===== config.mk =====
export PLATFORM = sky130hd
export DESIGN_NAME = effect_mixer_n_flat
export DESIGN_NICKNAME = d
export VERILOG_FILES = /design/src/rtl/effect_mixer_n_if.sv /design/src/rtl/effect_mixer_n.sv /design/src/flat_wrapper.sv
export SDC_FILE = /design/constraint.sdc
export NUM_CORES = 1
export LEC_CHECK = 0
export CAP_MARGIN = 20
export CORE_MARGIN = 3
export CORE_UTILIZATION = 49
export CTS_CLUSTER_DIAMETER = 40
export CTS_CLUSTER_SIZE = 10
export DETAILED_ROUTE_END_ITERATION = 12
export GPL_TIMING_DRIVEN = 0
export PLACE_DENSITY_LB_ADDON = 0.08
export SLEW_MARGIN = 0
export SYNTH_ARGS = -nofsm -noshare
export SYNTH_HDL_FRONTEND = slang
export SYNTH_SLANG_ARGS = --single-unit

===== constraint.sdc =====
create_clock -name clk -period 6 [get_ports clk]
set_input_delay 1.2 -clock clk [delete_from_list [all_inputs] [get_ports clk]]
set_output_delay 1.2 -clock clk [all_outputs]
set_load 0.02 [all_outputs]

===== src/rtl/effect_mixer_n_if.sv =====
// Signal bundle for effect_mixer_n: dry sample in, effect fetch handshake, mixed sample and status out.
// The i_atten member exists only when EFFECT_MIXER_ATTEN_EN is defined.
`timescale 1ns/1ps
interface effect_mixer_n_if #(
    parameter int N_EFF   = 4,
    parameter int D_WIDTH = 24
);
    logic                     i_dv_in;
    logic [D_WIDTH-1:0]       i_data_in;
    logic [N_EFF-1:0]         i_sw;
`ifdef EFFECT_MIXER_ATTEN_EN
    logic [2*N_EFF-1:0]       i_atten;
`endif
    logic [N_EFF-1:0]         o_rd_en;
    logic [N_EFF-1:0]         i_eff_valid;
    logic [N_EFF*D_WIDTH-1:0] i_eff_data;
    logic [D_WIDTH-1:0]       o_data;
    logic                     o_dv;
    logic                     o_busy;
    logic                     o_clip;
    logic                     o_timeout;
    logic [7:0]               o_drop_cnt;
    logic [1:0]               o_dbg_state;

    // Fetch handshake: o_rd_en[k] stays high while the mixer waits on effect k; the effect answers
    // with i_eff_valid[k] and i_eff_data in the same cycle and the sample is taken on that clock edge.
    modport master (
`ifdef EFFECT_MIXER_ATTEN_EN
        input  i_atten,
`endif
        input  i_dv_in, i_data_in, i_sw, i_eff_valid, i_eff_data,
        output o_rd_en, o_data, o_dv, o_busy, o_clip, o_timeout, o_drop_cnt, o_dbg_state
    );

    modport slave (
`ifdef EFFECT_MIXER_ATTEN_EN
        output i_atten,
`endif
        output i_dv_in, i_data_in, i_sw, i_eff_valid, i_eff_data,
        input  o_rd_en, o_data, o_dv, o_busy, o_clip, o_timeout, o_drop_cnt, o_dbg_state
    );
endinterface


===== src/rtl/effect_mixer_n.sv =====
// Per-sample mixer: fetches one sample from each enabled effect in index order, sums and saturates.
// Optional per-effect attenuation shift is enabled with the macro EFFECT_MIXER_ATTEN_EN.
`timescale 1ns/1ps
module effect_mixer_n #(
    parameter int N_EFF   = 4,
    parameter int D_WIDTH = 24,
    parameter int M_WIDTH = 16,
    parameter int TIMEOUT = 256
) (
    input  logic             clk,
    input  logic             reset_n,
    effect_mixer_n_if.master bus
);
    localparam int IW = (N_EFF > 1) ? $clog2(N_EFF) : 1;
    localparam int WW = $clog2(TIMEOUT);
    localparam int AW = M_WIDTH + $clog2(N_EFF) + 1;
    localparam logic [IW-1:0] LAST_IDX  = IW'(N_EFF - 1);
    localparam logic [WW-1:0] WAIT_LAST = WW'(TIMEOUT - 1);
    localparam logic signed [AW-1:0] SAT_MAX = {{(AW-M_WIDTH+1){1'b0}}, {(M_WIDTH-1){1'b1}}};
    localparam logic signed [AW-1:0] SAT_MIN = {{(AW-M_WIDTH+1){1'b1}}, {(M_WIDTH-1){1'b0}}};

    typedef enum logic [1:0] {
        ST_IDLE = 2'd0,
        ST_SCAN = 2'd1,
        ST_SAT  = 2'd2
    } state_e;

    state_e                    state_q, state_d;
    logic [IW-1:0]             idx_q, idx_d;
    logic [WW-1:0]             wait_q, wait_d;
    logic signed [AW-1:0]      acc_q, acc_d;
    logic [M_WIDTH-1:0]        dry_q, dry_d;
    logic [N_EFF-1:0]          mask_q, mask_d;
    logic [D_WIDTH-1:0]        data_q, data_d;
    logic                      dv_q, dv_d;
    logic                      clip_q, clip_d;
    logic                      timeout_q, timeout_d;
    logic [7:0]                drop_q, drop_d;
`ifdef EFFECT_MIXER_ATTEN_EN
    logic [2*N_EFF-1:0]        atten_q, atten_d;
    logic [1:0]                shift_sel;
    logic signed [AW-1:0]      eff_raw;
`endif

    logic signed [M_WIDTH-1:0] eff_sel;
    logic signed [AW-1:0]      eff_ext;
    logic                      valid_sel;
    logic                      mask_sel;
    logic [N_EFF-1:0]          rd_en;
    logic                      advance;
    logic [M_WIDTH-1:0]        res;
    logic                      unused_lsbs;

    // Everything about the current effect is picked by idx_q; only that channel's request can be high.
    always_comb begin
        eff_sel   = '0;
        valid_sel = 1'b0;
        mask_sel  = 1'b0;
        rd_en     = '0;
`ifdef EFFECT_MIXER_ATTEN_EN
        shift_sel = '0;
`endif
        for (int k = 0; k < N_EFF; k++) begin
            if (idx_q == IW'(k)) begin
                eff_sel   = bus.i_eff_data[k*D_WIDTH + D_WIDTH-1 -: M_WIDTH];
                valid_sel = bus.i_eff_valid[k];
                mask_sel  = mask_q[k];
                rd_en[k]  = (state_q == ST_SCAN) && mask_q[k];
`ifdef EFFECT_MIXER_ATTEN_EN
                shift_sel = atten_q[2*k +: 2];
`endif
            end
        end
`ifdef EFFECT_MIXER_ATTEN_EN
        eff_raw = {{(AW-M_WIDTH){eff_sel[M_WIDTH-1]}}, eff_sel};
        eff_ext = eff_raw >>> shift_sel;
`else
        eff_ext = {{(AW-M_WIDTH){eff_sel[M_WIDTH-1]}}, eff_sel};
`endif
    end

    always_comb begin
        state_d   = state_q;
        idx_d     = idx_q;
        wait_d    = wait_q;
        acc_d     = acc_q;
        dry_d     = dry_q;
        mask_d    = mask_q;
        data_d    = data_q;
        dv_d      = 1'b0;
        clip_d    = 1'b0;
        timeout_d = timeout_q;
        drop_d    = drop_q;
        advance   = 1'b0;
        res       = acc_q[M_WIDTH-1:0];
`ifdef EFFECT_MIXER_ATTEN_EN
        atten_d   = atten_q;
`endif

        if (bus.i_dv_in && (state_q != ST_IDLE) && (drop_q != 8'hFF)) begin
            drop_d = drop_q + 8'd1;
        end

        case (state_q)
            ST_IDLE: begin
                if (bus.i_dv_in) begin
                    dry_d   = bus.i_data_in[D_WIDTH-1 -: M_WIDTH];
                    mask_d  = bus.i_sw;
`ifdef EFFECT_MIXER_ATTEN_EN
                    atten_d = bus.i_atten;
`endif
                    acc_d   = '0;
                    idx_d   = '0;
                    wait_d  = '0;
                    state_d = ST_SCAN;
                end
            end
            ST_SCAN: begin
                if (!mask_sel) begin
                    advance = 1'b1;
                end else if (valid_sel) begin
                    acc_d   = acc_q + eff_ext;
                    wait_d  = '0;
                    advance = 1'b1;
                end else if (wait_q == WAIT_LAST) begin
                    // A silent effect contributes nothing rather than stalling the audio path.
                    wait_d    = '0;
                    timeout_d = 1'b1;
                    advance   = 1'b1;
                end else begin
                    wait_d = wait_q + WW'(1);
                end
                if (advance) begin
                    if (idx_q == LAST_IDX) begin
                        state_d = ST_SAT;
                    end else begin
                        idx_d = idx_q + IW'(1);
                    end
                end
            end
            ST_SAT: begin
                if (mask_q == '0) begin
                    res = dry_q;
                end else if (acc_q > SAT_MAX) begin
                    res    = SAT_MAX[M_WIDTH-1:0];
                    clip_d = 1'b1;
                end else if (acc_q < SAT_MIN) begin
                    res    = SAT_MIN[M_WIDTH-1:0];
                    clip_d = 1'b1;
                end
                data_d                     = '0;
                data_d[D_WIDTH-1 -: M_WIDTH] = res;
                dv_d                       = 1'b1;
                state_d                    = ST_IDLE;
            end
            default: state_d = ST_IDLE;
        endcase
    end

    always_ff @(posedge clk or negedge reset_n) begin
        if (!reset_n) begin
            state_q   <= ST_IDLE;
            idx_q     <= '0;
            wait_q    <= '0;
            acc_q     <= '0;
            dry_q     <= '0;
            mask_q    <= '0;
            data_q    <= '0;
            dv_q      <= 1'b0;
            clip_q    <= 1'b0;
            timeout_q <= 1'b0;
            drop_q    <= '0;
`ifdef EFFECT_MIXER_ATTEN_EN
            atten_q   <= '0;
`endif
        end else begin
            state_q   <= state_d;
            idx_q     <= idx_d;
            wait_q    <= wait_d;
            acc_q     <= acc_d;
            dry_q     <= dry_d;
            mask_q    <= mask_d;
            data_q    <= data_d;
            dv_q      <= dv_d;
            clip_q    <= clip_d;
            timeout_q <= timeout_d;
            drop_q    <= drop_d;
`ifdef EFFECT_MIXER_ATTEN_EN
            atten_q   <= atten_d;
`endif
        end
    end

    // Sample LSBs below the arithmetic width are ignored by design.
    always_comb begin
        unused_lsbs = 1'b0;
        for (int b = 0; b < D_WIDTH - M_WIDTH; b++) begin
            unused_lsbs = unused_lsbs ^ bus.i_data_in[b];
            for (int k = 0; k < N_EFF; k++) begin
                unused_lsbs = unused_lsbs ^ bus.i_eff_data[k*D_WIDTH + b];
            end
        end
    end

    assign bus.o_rd_en     = rd_en;
    assign bus.o_data      = data_q;
    assign bus.o_dv        = dv_q;
    assign bus.o_busy      = (state_q != ST_IDLE);
    assign bus.o_clip      = clip_q;
    assign bus.o_timeout   = timeout_q;
    assign bus.o_drop_cnt  = drop_q;
    assign bus.o_dbg_state = state_q;
endmodule


===== src/flat_wrapper.sv =====
// flat-port wrapper written by rule: the top's interface ports become plain ports
module effect_mixer_n_flat 
#(
    parameter int N_EFF   = 4,
    parameter int D_WIDTH = 24,
    parameter int M_WIDTH = 16,
    parameter int TIMEOUT = 256
)
  (clk, reset_n, bus_i_dv_in, bus_i_data_in, bus_i_sw, bus_i_eff_valid, bus_i_eff_data, bus_o_rd_en, bus_o_data, bus_o_dv, bus_o_busy, bus_o_clip, bus_o_timeout, bus_o_drop_cnt, bus_o_dbg_state);
  effect_mixer_n_if #(.N_EFF(N_EFF), .D_WIDTH(D_WIDTH)) bus_i ();
  input  logic clk;
  input  logic reset_n;
  input wire logic [$bits(bus_i.i_dv_in)-1:0] bus_i_dv_in;
  input wire logic [$bits(bus_i.i_data_in)-1:0] bus_i_data_in;
  input wire logic [$bits(bus_i.i_sw)-1:0] bus_i_sw;
  input wire logic [$bits(bus_i.i_eff_valid)-1:0] bus_i_eff_valid;
  input wire logic [$bits(bus_i.i_eff_data)-1:0] bus_i_eff_data;
  output wire logic [$bits(bus_i.o_rd_en)-1:0] bus_o_rd_en;
  output wire logic [$bits(bus_i.o_data)-1:0] bus_o_data;
  output wire logic [$bits(bus_i.o_dv)-1:0] bus_o_dv;
  output wire logic [$bits(bus_i.o_busy)-1:0] bus_o_busy;
  output wire logic [$bits(bus_i.o_clip)-1:0] bus_o_clip;
  output wire logic [$bits(bus_i.o_timeout)-1:0] bus_o_timeout;
  output wire logic [$bits(bus_i.o_drop_cnt)-1:0] bus_o_drop_cnt;
  output wire logic [$bits(bus_i.o_dbg_state)-1:0] bus_o_dbg_state;
  assign bus_i.i_dv_in = bus_i_dv_in;
  assign bus_i.i_data_in = bus_i_data_in;
  assign bus_i.i_sw = bus_i_sw;
  assign bus_i.i_eff_valid = bus_i_eff_valid;
  assign bus_i.i_eff_data = bus_i_eff_data;
  assign bus_o_rd_en = bus_i.o_rd_en;
  assign bus_o_data = bus_i.o_data;
  assign bus_o_dv = bus_i.o_dv;
  assign bus_o_busy = bus_i.o_busy;
  assign bus_o_clip = bus_i.o_clip;
  assign bus_o_timeout = bus_i.o_timeout;
  assign bus_o_drop_cnt = bus_i.o_drop_cnt;
  assign bus_o_dbg_state = bus_i.o_dbg_state;
  effect_mixer_n #(.N_EFF(N_EFF), .D_WIDTH(D_WIDTH), .M_WIDTH(M_WIDTH), .TIMEOUT(TIMEOUT)) u_core (.clk(clk), .reset_n(reset_n), .bus(bus_i));
endmodule

==> summary.txt <==
Status
  – Status: complete, no violations

Critical path
  – Slowest CP cell: dfrtp_1
  – CP startpoint: u_core.idx_q[1]
  – Critical path, cell by cell: inv_1 -> ha_1 -> clkbuf_1 -> clkbuf_1 -> a221o_1 -> o21ai_0 -> o21ai_0 -> ha_1 -> inv_1 -> fa_1 -> nor2b_1 -> o31a_1 -> o2111ai_1 -> o21ai_2 -> mux2i_1 -> o21ai_0 -> a21oi_1
  – R2R cell count: 17
  – Crit path kind: flip-flop to flip-flop
  – Worst r2r src: u_core.idx_q[1]
  – Worst EP required: between 6 and 7 ns
  – Data arrival, critical path: 4.52 ns
  – Worst Path Max Fanout: 10
  – Most used cell, CP: o21ai_0
  – CP max stage delay: 0.44 ns
  – Critical path endpoint category: flip-flop
  – CP Launch Type: flip-flop

Run
  – Max_cap viols: 0

Worst hold path
  – Hold path cells: 1
  – Hold Path Class: flip-flop to flip-flop
  – Worst hold path startpoint: u_core.bus.o_timeout

Pwr
  – Power Density: ~500 nW/um^2
  – Static leakage: 0.00304 uW
  – Peak VDD IR: 245 uV

Global routing
  – First-pass GRT wire length: roughly 23,000 um
  – Grt ovf: 0
  – Largest net degree at the start of global routing: 52
  – Number of global-route vias before repair: 4,746
  – Initial antenna violation count: 0
  – GRT Util Overall: 25.3%

Clock network
  – Clock-pin slew on the worst setup and hold paths: 0.09 ns
  – Clock Tree Root: clkbuf_8
  – Number of clock sinks: 78
  – Cts bufs inserted: 9
  – Hold buffers post-CTS: 0
  – Post-CTS Setup Inserts: 0
  – Clk buf depth: 2
  – CTS tree: done
  – H-tree Lvls: 3
  – PostCTS Resize Cnt: 0
  – Worst-skew pair later-pin latency: between 0.3 and 0.4 ns

Floorplanning
  – # IOs: 173
  – DIE WIDTH: 106 um
  – Rows: 35
  – Die area: roughly 11,000 um^2
  – Core area: 9500 um^2
  – Die Ht: 106 um
  – Starting Density: 51.8%

Final layout
  – Nets: 884
  – Fillers: between 800 and 900
  – Post-route cell area: ~6600 um^2
  – Share of cells above drive strength 1: 6.56%
  – Multi-input gate area: 2750 um^2
  – Diodes inserted: 0
  – FF/Latch Area: ~2000 um^2
  – Post-layout util: between 60% and 70%
  – Area Growth Syn to Fin: 33.5%

Placement
  – DPL Wire Length: 11,300 um
  – Cell Area, Placed: 6370 um^2
  – PortBufs: between 100 and 150
  – Gp weighted congestion: 0.901
  – Placement Setup Slack: 1.77 ns

Routing
  – WL/cell: 16.5 um
  – Antenna viol nets, final: 0
  – DRT Wirelength: between 10,000 and 15,000 um
  – Drt initial violations: between 200 and 250
  – Initial DRT Pass Iterations: 5
  – Drt drc: 0
  – Via/cell ratio: 5.56
  – Routed via count: 4,785

Yosys
  – Top cells by area, synth: dfrtp_1, nand2_1, ha_1, o21ai_0, a21oi_1
  – Yosys top cell area share: about two fifths
  – Syn Inst Count: 584
  – Yosys reg bits: about 80
  – Post-synth top area cell: dfrtp_1
  – Post-Syn Area: 4920 um^2
  – EDFF count, synth: 0
  – Avg Synthesized Cell Area: ~8.4 um^2
  – YS warnings: 0
  – Post-synthesis cell type count: 58
  – Seq/Total Area, Yosys: 39.7%
  – Async SR Flop Fraction: 100%
  – Top FF cell, synth: dfrtp_1

STA
  – Final worst slack: 1.76 ns
  – Final min period: between 4 and 5 ns
  – RSZ-0062 raised after global routing: no
  – Max Slew Vio Count: 0
  – Setup TNS: 0 ns
  – Setup-failing EPs final: 0
  – Crit share post-route: between 70 and 80%
  – Final hold violations: 0
  – Clk_skew: between 0.01 and 0.015 ns
  – F_max: 0.236 GHz
power by group:
part / switching, uW / internal, uW / total (uW)
registers: 168 / 717 / 885
clock network: 215 / 196 / 411
logic: 1230 / 855 / 2080
state kept, by name, indices dropped and copies added (netlist names):
signal                  cells
u_core.bus.o_clip           1
u_core.dry_q               16
u_core.acc_q               19
u_core.mask_q               4
u_core.bus.o_drop_cnt       8
u_core.bus.o_dbg_state      2
u_core.bus.o_data          16
u_core.idx_q                2
u_core.wait_q               8
u_core.bus.o_dv             1
u_core.bus.o_timeout        1
routing by layer:
layer / GRT usage [%] / wire length, um
met1: 31.8 / 6040
met2: 42.6 / 6930
met3: 6.31 / 829
met4: 8.51 / 382
met5: 0 / 0
layout by cell type, fill, tap and decap left out, types with 6 or more instances in the layout:
master | Yosys | layout
buf_4 | 11 | 12
a21oi_1 | 39 | 39
nor2_1 | 41 | 41
nor2b_1 | 7 | 7
a221o_1 | 11 | 11
nand2b_1 | 7 | 7
o21ai_0 | 49 | 49
a21o_1 | 11 | 11
o21ai_1 | 6 | 6
nand3_1 | 20 | 20
clkbuf_1 | 22 | 23
nand2_1 | 123 | 123
dfrtp_1 | 78 | 78
ha_1 | 25 | 25
xnor2_1 | 11 | 11
clkbuf_8 | 0 | 9
and3_1 | 8 | 8
conb_1 | 1 | 8
inv_1 | 12 | 12
xor2_1 | 8 | 8
o31ai_1 | 25 | 25
nand4_1 | 8 | 8
clkdlybuf4s50_1 | 0 | 123
buf_2 | 8 | 8
cell families (layout without fill, tap and decap cells):
logic type      count (synthesis)  after routing  synth area share [%]
xor+xnor                       19             19                  3.38
flops                          78             78                  39.7
fa+ha+maj                      26             26                  6.76
buf+inv                        53            194                  5.09
compound gates                171            171                  23.0
simple gates                  232            232                  21.2
other cells                     1              8                0.0762
mux                             4              4                 0.864
cells in the mapped netlist (2+ instances only):
cell type and n:
o211a_1 2, a22o_1 2, nand4_1 8, o31a_1 2, nand2_1 123, a31oi_1 4
a221o_1 11, o31ai_1 25, o21ai_2 3, nand3b_1 3, and3_1 8, or4_1 2
ha_1 25, buf_4 11, mux2_2 2, o21ai_0 49, nor2_1 41, inv_1 12
dfrtp_1 78, nor2b_1 7, nor3_1 3, xnor2_1 11, buf_2 8, nand3_1 20
a41oi_1 2, a21o_1 11, or3_1 2, xor2_1 8, o21ai_1 6, a21oi_1 39
nand2b_1 7, mux2i_1 2, clkbuf_1 22
worst max-delay path: cells and delay by family, from the launching register on:
kind	cells	cell delay (ns)
AOI/OAI and AO/OA	8	1.45
buffers and inverters	4	0.90
adders and majority gates	3	0.88
DFF	1	0.44
muxes	1	0.27
and+or+nand+nor	1	0.22
through the flow:
stage / total power (uW) / std cells / hold WS, ns
2_1_floorplan: 2300 / 591 / 0.438
3_3_place_gp: 2880 / 844 / 0.447
3_5_place_dp: 2960 / 845 / 0.448
4_1_cts: 3380 / 861 / 0.475
5_1_grt: 3660 / 861 / 0.497
6_report: 3380 / 861 / 0.467
area by class of cell:
class                   count  share of cell area, %
plain buffers              41                   3.12
clock inverters             6                   1.05
inverters                  12                  0.685
flip-flops and latches     78                   29.7
repair buffers            125                   19.3
clock buffers              10                   1.94
well taps                 129                   2.46
multi-input cells         460                   41.8
path summary, 6_finish.rpt:
path | to | slack [ns]
setup / recovery | u_core.acc_q[18] | 1.76
setup reg to reg | u_core.acc_q[18] | 1.76
min in group asynchronous | u_core.dry_q[10] | 0.76
hold / removal | u_core.bus.o_timeout | 0.47
max in group asynchronous | u_core.bus.o_drop_cnt[4] | 4.65
hold reg to reg | u_core.bus.o_timeout | 0.47
No activity file was read; power rests on OpenSTA's default activity.
